<file path="src/rtl/fifo_seq_pkg.sv">
// Shared FSM encoding, LFSR taps and default seed for the FIFO write sequencer.
// Used by lfsr16 and fifo_wr_sequencer.
package fifo_seq_pkg;

    typedef enum logic [1:0] {
        S_IDLE,
        S_WRITE,
        S_GAP,
        S_DONE
    } state_t;

    localparam logic [15:0] DEFAULT_SEED = 16'h0AA1;

    localparam int TAP0 = 15;
    localparam int TAP1 = 13;
    localparam int TAP2 = 12;
    localparam int TAP3 = 10;

    function automatic logic [15:0] lfsr_next(input logic [15:0] s);
        return {s[14:0], s[TAP0] ^ s[TAP1] ^ s[TAP2] ^ s[TAP3]};
    endfunction

endpackage

</file>
<file path="src/rtl/fifo_wr_sequencer_lfsr16.sv">
// 16-bit Fibonacci LFSR data source.
// Loads seed on reset or load, steps on adv.
module lfsr16
    import fifo_seq_pkg::*;
(
    input  logic        clk,
    input  logic        rst,
    input  logic        load,
    input  logic [15:0] seed,
    input  logic        adv,
    output logic [15:0] q
);

    always_ff @(posedge clk) begin
        if (!rst || load) begin
            q <= seed;
        end else if (adv) begin
            q <= lfsr_next(q);
        end
    end

endmodule

</file>
<file path="src/rtl/fifo_wr_sequencer.sv">
// Burst writer feeding LFSR data into a FIFO with programmable gaps.
// Optional stall counter enabled by defining FIFO_SEQ_STALL_CNT_EN.
module fifo_wr_sequencer
    import fifo_seq_pkg::*;
#(
    parameter logic [15:0] LFSR_SEED = DEFAULT_SEED,
    parameter int          GAP_W     = 4
) (
    input  logic             clk,
    input  logic             rst,
    input  logic             start,
    input  logic [7:0]       burst_len,
    input  logic [GAP_W-1:0] gap_len,
    input  logic             full,
    output logic             wr,
    output logic [7:0]       d_out,
    output logic             busy,
    output logic             done,
    output logic [15:0]      wr_count
`ifdef FIFO_SEQ_STALL_CNT_EN
    ,
    output logic [15:0]      stall_cnt
`endif
);

    state_t           state;
    state_t           state_nx;
    logic [8:0]       remaining;
    logic [GAP_W-1:0] gap_lat;
    logic [GAP_W-1:0] gap_cnt;
    logic             load;
    logic             adv;
    logic             accept;
    logic [15:0]      lfsr_q;

    assign accept = (state == S_IDLE) && start;

    lfsr16 u_lfsr (
        .clk  (clk),
        .rst  (rst),
        .load (load),
        .seed (LFSR_SEED),
        .adv  (adv),
        .q    (lfsr_q)
    );

    always_comb begin
        state_nx = state;
        load     = 1'b0;
        adv      = 1'b0;
        wr       = 1'b0;
        unique case (state)
            S_IDLE: begin
                if (start) begin
                    state_nx = S_WRITE;
                    load     = 1'b1;
                end
            end
            S_WRITE: begin
                if (!full) begin
                    wr  = 1'b1;
                    adv = 1'b1;
                    if (remaining == 9'd1) begin
                        state_nx = S_DONE;
                    end else if (gap_lat != '0) begin
                        state_nx = S_GAP;
                    end
                end
            end
            S_GAP: begin
                if (gap_cnt <= GAP_W'(1)) begin
                    state_nx = S_WRITE;
                end
            end
            S_DONE: begin
                state_nx = S_IDLE;
            end
            default: state_nx = S_IDLE;
        endcase
    end

    assign d_out = wr ? lfsr_q[7:0] : 8'h00;
    assign busy  = (state != S_IDLE);
    assign done  = (state == S_DONE);

    always_ff @(posedge clk) begin
        if (!rst) begin
            state     <= S_IDLE;
            remaining <= '0;
            gap_lat   <= '0;
            gap_cnt   <= '0;
            wr_count  <= '0;
        end else begin
            state <= state_nx;
            if (accept) begin
                // a zero length encodes a full 256-word burst
                remaining <= (burst_len == 8'd0) ? 9'd256 : {1'b0, burst_len};
                gap_lat   <= gap_len;
            end else if (wr) begin
                remaining <= remaining - 9'd1;
            end
            if (wr) begin
                gap_cnt  <= gap_lat;
                wr_count <= wr_count + 16'd1;
            end else if (state == S_GAP) begin
                gap_cnt <= gap_cnt - GAP_W'(1);
            end
        end
    end

`ifdef FIFO_SEQ_STALL_CNT_EN
    always_ff @(posedge clk) begin
        if (!rst || accept) begin
            stall_cnt <= '0;
        end else if (state == S_WRITE && full && stall_cnt != 16'hFFFF) begin
            stall_cnt <= stall_cnt + 16'd1;
        end
    end
`endif

endmodule

</file>
<file path="config.mk">
export PLATFORM = sky130hd
export DESIGN_NAME = fifo_wr_sequencer
export DESIGN_NICKNAME = d
export VERILOG_FILES = /design/src/rtl/fifo_seq_pkg.sv /design/src/rtl/fifo_wr_sequencer_lfsr16.sv /design/src/rtl/fifo_wr_sequencer.sv
export SDC_FILE = /design/constraint.sdc
export NUM_CORES = 1
export LEC_CHECK = 0
export ABC_CLOCK_PERIOD_IN_PS = 2300
export CORE_MARGIN = 2
export CORE_UTILIZATION = 50
export DETAILED_ROUTE_END_ITERATION = 8
export DONT_BUFFER_PORTS = 1
export HOLD_SLACK_MARGIN = 0.06
export PLACE_DENSITY = 0.68
export REMOVE_ABC_BUFFERS = 1
export SETUP_SLACK_MARGIN = 0.02
export SLEW_MARGIN = 5
export SYNTH_ARGS = -nofsm -noshare
export SYNTH_HDL_FRONTEND = slang
export SYNTH_SLANG_ARGS = --single-unit
</file>
<file path="constraint.sdc">
create_clock -name clk -period 2.3 [get_ports clk]
set_input_delay 0.46 -clock clk [delete_from_list [all_inputs] [get_ports clk]]
set_output_delay 0.46 -clock clk [all_outputs]
set_load 0.1 [all_outputs]
</file>
==> metrics.yaml, run 1 <==
layout.nets: 338
htree_levels: 2
ir_worst_vdd_v: 0.0004989
ys_seq_area_frac: 0.4302
final.setup.worst_slack_ns: 0.1361
syn_area_per_cell_um2: 8.241
die-area_mm2: 0.005314
worst_r2r_startpoint: "state[0]"
setup.worst_path.start_class: "flip-flop"
grt.overflow.total: 0
grt_max_degree: 28
fin_crit_sh: 0.9408
fmax_mhz: 462.1
place_congestion: 0.7724
ys_types: 47
yosys.area.top_type: "dfxtp_1"
root_buffer: "clkbuf_8"
synth_edf_count: 0
io_buffers: 0
syn_inst: 288
first_pass_iters: 4
busiest_layer: "met2"
cts_buffers: 5
setup_viol: 0
hold_violations: 0
clkTransAtPathRegs_ns: 0.10
hold_path.class: "input pin to flip-flop"
yosys_warnings: 0
rsz0062_at_grt: "no"
grt_pass1_vias: 1872
routed_wl_um: 5034
layout-drive-gt1-share: 0.1483
slew-limit-headroom: 0.7119
ios: 43
status: "completed"
cts_resized: 0
drv_slew: 0
antenna_left: 0
p_leak_nw: 1.179
antenna_found_initial: 0
synth_most_common_cell: "dfxtp_1"
finalSetupTns_ns: 0
clk_latency_ns: 0.30
rows: 25
ys_top_cells_by_area: "dfxtp_1 (43%), nand2_1 (7.6%), a21oi_1 (6.1%)"
use_met3: 0.05801
powerDensity_mw_per_mm2: 706.4
area_growth_pct: 19.87
vias: 2080
synth_area_mm2: 0.002374
place_area_mm2: 0.002743
drc: 0
fp.dieW_um: 72.90
grt_util_met2: 0.3222
drt_iter0_drc: 119
grtUsageMet1: 0.2672
routed_via_density: 5.606
worstSetupStartpoint: "state[0]"
stdcell_count: 371
synthTopCellsByCount: "dfxtp_1 (51), nand2_1 (48), a21oi_1 (29), nor2_1 (29), inv_1 (15)"
place_ws_ns: 0.3116
grt_pass1_wl_um: 8569
r2r_end: "remaining[6]"
clock_sinks: 51
cts-hold-fix-buffers: 0
reg2reg_depth: 6
r2r_slack_ns: 0.45
async_flop_share: 0
synth_seq_cells: 51
fin_skew_ns: 0.01505
crit_required_ns: 1.84
cts_tree: "built"
post_cts_buffers: 0
period_minus_slack_ns: 2.164
drt-wirelength-per-cell_um: 13.57
place_inst: 364
finalInstanceArea_mm2: 0.002845
cp-endpoint: "d_out[6]"
worst_slew_pin_slew_ns: 0.4311
criticalPathCategory: "flip-flop to output pin"
drv_cap: 0
start_util: 0.5093
yosys_most_used_dff: "dfxtp_1"
ctsLongestPathBuffers: 2
yosys.area.top_type_share: 0.4302
hpwl_um: 3679
worstSetupEndpointType: "output pin"
die_h_um: 72.90
core_area_mm2: 0.004661
grt_use_total: 0.2027
crit_fanout: 15
crit_arrival_ns: 1.70
antenna_cells: 0
-- through the flow --
stage	hold slack [ns]	utilization	total power, mW
2_1_floorplan	0.4317	-	1.296
3_3_place_gp	0.4384	0.5885	1.424
5_1_grt	0.2788	0.6105	2.103
6_report	0.2869	0.6105	2.010
4_1_cts	0.2789	0.6105	2.023
3_5_place_dp	0.4427	0.5885	1.429
-- kinds of logic after synthesis --
kind of cell             count (synthesis)  share of synthesized area
AND/OR/NAND/NOR                        130                     0.2815
AO/OA/AOI/OAI                           60                     0.1566
flip-flops                              51                     0.4302
buffers and inverters                   29                    0.05640
XOR/XNOR                                11                    0.04059
adder cells (fa/ha/maj)                  5                    0.02636
multiplexers                             2                   0.008435
-- final cells by class --
class	instances	area, um^2
inverters	16	60.06
well taps	54	67.56
multi-input cells	208	1219
fillers	431	1815
clock inverters	1	30.03
flip-flops and latches	51	1021
clock buffers	6	72.57
repair buffers	35	375.4
-- layer usage --
metal	routed length [um]	share of wire	up-vias
met2	2347	0.47	46
met5	0	0	-
met1	2347	0.47	976
met3	278	0.055	4
met4	61	0.012	0
li1	-	-	1054
-- state kept, by name (all words and copies together), names as in the netlist --
register / count
state: 2
remaining: 9
gap_cnt: 4
wr_count: 16
u_lfsr.q: 16
gap_lat: 4
-- worst min path at each step --
| stage | from | to | cells past startpoint | slack (ns) |
|---|---|---|---|---|
| final | gap_len[2] | gap_lat[2] | 2 | 0.29 |
| after global routing | gap_len[1] | gap_lat[1] | 2 | 0.28 |
| after CTS | rst | remaining[4] | 1 | 0.28 |
| after detailed placement | u_lfsr.q[4] | u_lfsr.q[4] | 2 | 0.44 |
| after global placement | u_lfsr.q[4] | u_lfsr.q[4] | 2 | 0.44 |
| after floorplan | u_lfsr.q[4] | u_lfsr.q[4] | 2 | 0.43 |
-- report_power, final --
group	switching, mW	internal (mW)
Sequential	0.0400	0.933
Combinational	0.285	0.150
Clock	0.281	0.319
Total	0.607	1.40
-- worst max-delay path, cell delays in order, from the launching register on --
cell     delay, ns
dfxtp_1       0.33
or3b_1        0.39
inv_2         0.24
and2_1        0.25
buf_12        0.19
-- layout by cell type (no fill, tap or decap), types with 2 or more instances in the layout --
cell,count
buf_12,9
xnor2_1,7
nor3_1,4
nand2_1,48
nor4_1,5
and3_1,8
nand4_1,3
a22oi_1,4
mux2i_1,2
o211ai_1,3
or3_1,4
nor2_1,29
xor2_1,4
ha_1,5
nand2b_1,4
inv_1,15
a211o_1,3
a21oi_1,29
and2_1,4
nand3_1,9
clkbuf_8,5
dfxtp_1,51
buf_4,26
a221oi_1,5
o21ai_0,8
No activity file was read; power rests on OpenSTA's default activity.
==> inputs of run 2 (changes only) <==
--- a/config.mk
+++ b/config.mk
@@ -5,6 +5,7 @@
 export SDC_FILE = /design/constraint.sdc
 export NUM_CORES = 1
 export LEC_CHECK = 0
+export ABC_AREA = 1
 export ABC_CLOCK_PERIOD_IN_PS = 2300
 export CORE_MARGIN = 2
 export CORE_UTILIZATION = 50
@@ -13,7 +14,6 @@
 export HOLD_SLACK_MARGIN = 0.06
 export PLACE_DENSITY = 0.68
 export REMOVE_ABC_BUFFERS = 1
-export SETUP_SLACK_MARGIN = 0.02
 export SLEW_MARGIN = 5
 export SYNTH_ARGS = -nofsm -noshare
 export SYNTH_HDL_FRONTEND = slang
==> run 2 against run 1 <==
Sequential share of layout area is 1.6 points lower. Global-route usage is 1.2 points higher. Cell count is 26% higher. Via count is 12% higher. Clock skew is 0.010 ns lower. Sequential power is 8% higher. Largest cell class unchanged. Largest power group unchanged.
==> metrics.yaml, run 2 <==
routed_wl_um: 5614
area_growth_pct: 18.76
clock_sinks: 51
yosys.area.top_type: "dfxtp_1"
hold_violations: 0
rows: 25
layout-drive-gt1-share: 0.1244
r2r_slack_ns: 0.55
yosys_warnings: 0
start_util: 0.5239
vias: 2321
layout_commonest_cell: "nand2_1"
whs_path_depth: 2
async_flop_share: 0
ys_seq_area_frac: 0.4072
worst_r2r_startpoint: "state[1]"
slew-limit-headroom: 0.7420
synthTopCellsByCount: "nand2_1 (89), inv_1 (61), dfxtp_1 (51), nor2_1 (43), a21oi_1 (31)"
grt_pass1_wl_um: 9328
fmax_mhz: 474.5
drv_cap: 0
mostFrequentLayoutCells: "nand2_1 (89), inv_1 (61), dfxtp_1 (51)"
fin_skew_ns: 0.004962
holdWs_ns: 0.2661
first_pass_iters: 5
fillers: 444
worstSetupEndpointType: "output pin"
cts_buffers: 5
drt-wirelength-per-cell_um: 11.97
crit_arrival_ns: 1.65
reg2reg_depth: 8
powerDensity_mw_per_mm2: 834.9
routed_via_density: 4.949
drv_slew: 0
drc: 0
yosys_most_used_dff: "dfxtp_1"
clk_latency_ns: 0.30
cp-endpoint: "d_out[1]"
fin_crit_sh: 0.9162
layout.nets: 422
fp.dieW_um: 74.82
antenna_found_initial: 0
core_area_mm2: 0.004786
hpwl_um: 4056
largestRegisters: "u_lfsr.q: 16 flops, wr_count: 16 flops, remaining: 9 flops"
ys_types: 29
drt_iter0_drc: 107
ys_top_cells_by_area: "dfxtp_1 (41%), nand2_1 (13%), inv_1 (9.1%)"
final.setup.worst_slack_ns: 0.1927
htree_levels: 2
grt_use_total: 0.2148
period_minus_slack_ns: 2.107
cts_tree: "built"
place_ws_ns: 0.4983
synth_edf_count: 0
io_buffers: 0
ctsLongestPathBuffers: 2
place_congestion: 0.8499
syn_inst: 372
syn_area_per_cell_um2: 6.740
worst_slew_pin_slew_ns: 0.3861
setup_viol: 0
cts-hold-fix-buffers: 0
utilization: 0.6222
die-area_mm2: 0.005597
synth_area_mm2: 0.002507
p_leak_nw: 1.334
antenna_cells: 0
rsz0062_at_grt: "no"
crit_fanout: 13
grt_pass1_vias: 2147
synth_seq_cells: 51
r2r_end: "remaining[2]"
die_h_um: 74.82
antenna_left: 0
clkTransAtPathRegs_ns: 0.09
synth_most_common_cell: "nand2_1"
setup.worst_path.start_class: "flip-flop"
grt_max_degree: 24
ir_worst_vdd_v: 0.0004923
crit_required_ns: 1.84
hold_path.class: "input pin to flip-flop"
worstSetupStartpoint: "state[0]"
status: "completed"
criticalPathCategory: "flip-flop to output pin"
ios: 43
root_buffer: "clkbuf_8"
grt.overflow.total: 0
yosys.area.top_type_share: 0.4072
==> run 2: cell count changes in the layout (fill, tap and decap cells not counted), moves of 5 or more <==
cell	previous run	this run
a221oi_1	5	0
a31oi_1	1	7
and3_1	8	0
inv_1	15	61
nand2_1	48	89
nand3_1	9	19
nor2_1	29	41
nor4_1	5	0
o21ai_0	8	21
o22ai_1	0	5
==> run 2: timing repair <==
item | in CTS | in global routing
endpoints found under the setup margin | 0 | 1
gates resized for setup | 0 | 0
setup buffers | 0 | 2
==> run 2: report_power, final <==
part           switching [mW]  internal, mW
logic                   0.590         0.281
clock network           0.291         0.275
registers              0.0716         0.977
==> run 2: worst min-delay path by stage <==
stage | slack (ns) | endpoint | startpoint
6_report | 0.27 | remaining[4] | rst
5_1_grt | 0.26 | wr_count[2] | rst
3_5_place_dp | 0.45 | u_lfsr.q[7] | u_lfsr.q[7]
3_3_place_gp | 0.45 | u_lfsr.q[9] | u_lfsr.q[9]
2_1_floorplan | 0.44 | u_lfsr.q[5] | u_lfsr.q[5]
4_1_cts | 0.25 | remaining[4] | rst
==> run 2: per-layer routing <==
| metal | vias to the layer above | share of wire | track usage |
|---|---|---|---|
| li1 | 1234 | - | - |
| met1 | 1026 | 0.50 | 0.2875 |
| met2 | 55 | 0.44 | 0.3402 |
| met3 | 6 | 0.053 | 0.06158 |
| met4 | 0 | 0.0078 | 0.06151 |
| met5 | - | 0 | 0 |
==> run 2: layout make-up <==
type,count,area (um^2),area share
Multi-Input combinational cell,247,1201,0.4034
Sequential cell,51,1021,0.3429
Timing Repair Buffer,33,335.3,0.1126
Clock buffer,8,100.1,0.03361
Tap cell,67,83.83,0.02815
Inverter,63,236.5,0.07941
==> run 2: logic make-up after synthesis <==
family,count (synthesis),synth area share
xor gates and xnor gates,6,0.02096
adders and majority gates,5,0.02495
and+or+nand+nor,167,0.2799
AOI/OAI and AO/OA,69,0.1492
buffers and inverters,74,0.1178
DFF,51,0.4072
==> run 2: critical path: stages, from the launching register on <==
cell and delay [ns]:
dfxtp_1 0.46, nand2_1 0.15, nor2_4 0.31, nand2_1 0.13, inv_1 0.12, buf_12 0.18
==> run 2: through the flow <==
stage / cells / cell area, um^2 / power, mW / setup TNS, ns
finish: 469 / 2978 / 2.486 / 0
floorplan: 361 / 2449 / 1.719 / -8.108
CTS: 467 / 2963 / 2.497 / 0
detailed placement: 459 / 2863 / 1.924 / 0
global placement: 459 / 2863 / 1.914 / 0
global route: 469 / 2978 / 2.653 / 0
==> inputs of run 3 (changes only) <==
--- a/config.mk
+++ b/config.mk
@@ -13,7 +13,7 @@
 export DONT_BUFFER_PORTS = 1
 export HOLD_SLACK_MARGIN = 0.06
 export PLACE_DENSITY = 0.68
-export REMOVE_ABC_BUFFERS = 1
+export SETUP_SLACK_MARGIN = 0.5
 export SLEW_MARGIN = 5
 export SYNTH_ARGS = -nofsm -noshare
 export SYNTH_HDL_FRONTEND = slang
==> run 3 against run 2 <==
Power up 12%. Largest power group unchanged. Register-to-register slack improved by 0.02 ns. Die area did not move. Critical endpoint is now d_out[5]. Routed wire length rose by 5.0%. Fmax is 9.7% higher.
==> metrics.yaml, run 3 (same netlist as run 2, synthesis figures left out) <==
switching_power_mw: 1.028
clk_latency_ns: 0.31
grt_pass1_wl_um: 9404
worstSetupStartpoint: "state[1]"
cts_tree: "built"
die_h_um: 74.82
finalSetupTns_ns: 0
fin_skew_ns: 0.01405
stdcell_count: 476
crit_fanout: 8
hpwl_um: 3860
criticalPathCategory: "flip-flop to output pin"
drc: 0
worst_slew_pin_slew_ns: 0.6246
die-area_mm2: 0.005597
p_leak_nw: 1.370
rsz0062_at_grt: "yes"
r2r_end: "wr_count[15]"
routed_wl_um: 5894
htree_levels: 2
grt_max_degree: 22
rows: 25
grt_pass1_vias: 2097
clock_sinks: 51
layout_commonest_cell: "nand2_1"
drt-wirelength-per-cell_um: 12.38
utilization: 0.6567
worstSetupEndpointType: "output pin"
io_buffers: 0
largestRegisters: "u_lfsr.q: 16 flops, wr_count: 16 flops, remaining: 9 flops"
vias: 2410
period_minus_slack_ns: 1.920
drt_iter0_drc: 124
mostFrequentLayoutCells: "nand2_1 (81), inv_1 (54), nor2_1 (41), dfxtp_1 (41), buf_4 (35)"
routed_via_density: 5.063
cts_buffers: 5
drv_slew: 0
hold_violations: 0
comb_power_share: 0.353
fillers: 413
drv_cap: 0
antenna_cells: 0
crit_arrival_ns: 1.46
seq_power_share: 0.380
powerDensity_mw_per_mm2: 882.2
place_area_mm2: 0.002755
area_growth_pct: 25.35
grt.overflow.total: 0
ios: 43
core_area_mm2: 0.004786
fp.dieW_um: 74.82
hp-start: "rst"
cp-endpoint: "d_out[5]"
finalInstanceArea_mm2: 0.003143
holdWs_ns: 0.2442
first_pass_iters: 4
layout-drive-gt1-share: 0.2005
slew-limit-headroom: 0.5832
pwr-share-clk: 0.266
r2r_slack_ns: 0.57
place_congestion: 0.8941
layout.nets: 429
place_inst: 452
clkTransAtPathRegs_ns: 0.10
ctsLongestPathBuffers: 2
reg2reg_depth: 10
fmax_mhz: 520.8
start_util: 0.5239
cts-hold-fix-buffers: 0
grt_use_total: 0.2186
antenna_left: 0
setup.worst_path.start_class: "flip-flop"
status: "completed"
crit_required_ns: 1.84
root_buffer: "clkbuf_8"
hold_path.class: "input pin to flip-flop"
setup_viol: 0
syn_nets: 393
ir_worst_vdd_v: 0.0004533
fin_crit_sh: 0.8349
intPower_mw: 1.745
worst_r2r_startpoint: "state[1]"
antenna_found_initial: 0
swShare: 0.3708
[run 3: worst min-delay path by stage]
stage,endpoint,slack (ns),cells past startpoint
after floorplan,u_lfsr.q[0],0.44,2
after global placement,u_lfsr.q[7],0.45,1
after detailed placement,u_lfsr.q[5],0.45,1
after CTS,remaining[4],0.25,2
after global routing,wr_count[15],0.25,2
final,remaining[4],0.24,2
[run 3: cell type report]
class / instances / area, um^2 / area share
tap: 67 / 83.83 / 0.02667
timing repair buffer: 40 / 357.8 / 0.1139
sequential: 51 / 1036 / 0.3296
inverter: 63 / 259.0 / 0.08240
clock inverter: 2 / 60.06 / 0.01911
multi-input combinational: 247 / 1274 / 0.4053
clock buffer: 6 / 72.57 / 0.02309
[run 3: per-stage QoR]
step	power (mW)	worst slack, ns
floorplan	1.754	0.2002
global placement	1.881	0.4651
detailed placement	1.891	0.4102
CTS	2.719	0.3867
global route	2.930	0.3329
finish	2.773	0.3798
[run 3: routing by layer]
layer	wire length (um)	up-vias	global-route usage
li1	-	1253	-
met1	2730	1079	0.2924
met2	2629	69	0.3481
met3	417	9	0.06024
met4	116	0	0.06349
met5	0	-	0
[run 3: power by group through the flow]
stage / sequential (mW) / clock, mW / combinational, mW
2_1_floorplan: 1.08 / 0 / 0.679
3_3_place_gp: 1.06 / 0 / 0.819
3_5_place_dp: 1.07 / 0 / 0.826
4_1_cts: 1.05 / 0.742 / 0.928
5_1_grt: 1.07 / 0.783 / 1.08
6_report: 1.05 / 0.739 / 0.980
[run 3: repair_timing]
action                                 in CTS  in global routing
gates resized for setup                    25                  8
pin swaps                                   1                  3
buffers inserted                           10                  6
endpoints found under the hold margin       0                  0
setup endpoints to repair                   9                 22
[run 3: critical path, stage by stage, from the launching register on]
cell and delay [ns]:
dfxtp_2 0.34, inv_2 0.08, nand2_4 0.06, nor2_4 0.10, buf_12 0.16, nand2_4 0.06
clkinvlp_4 0.33
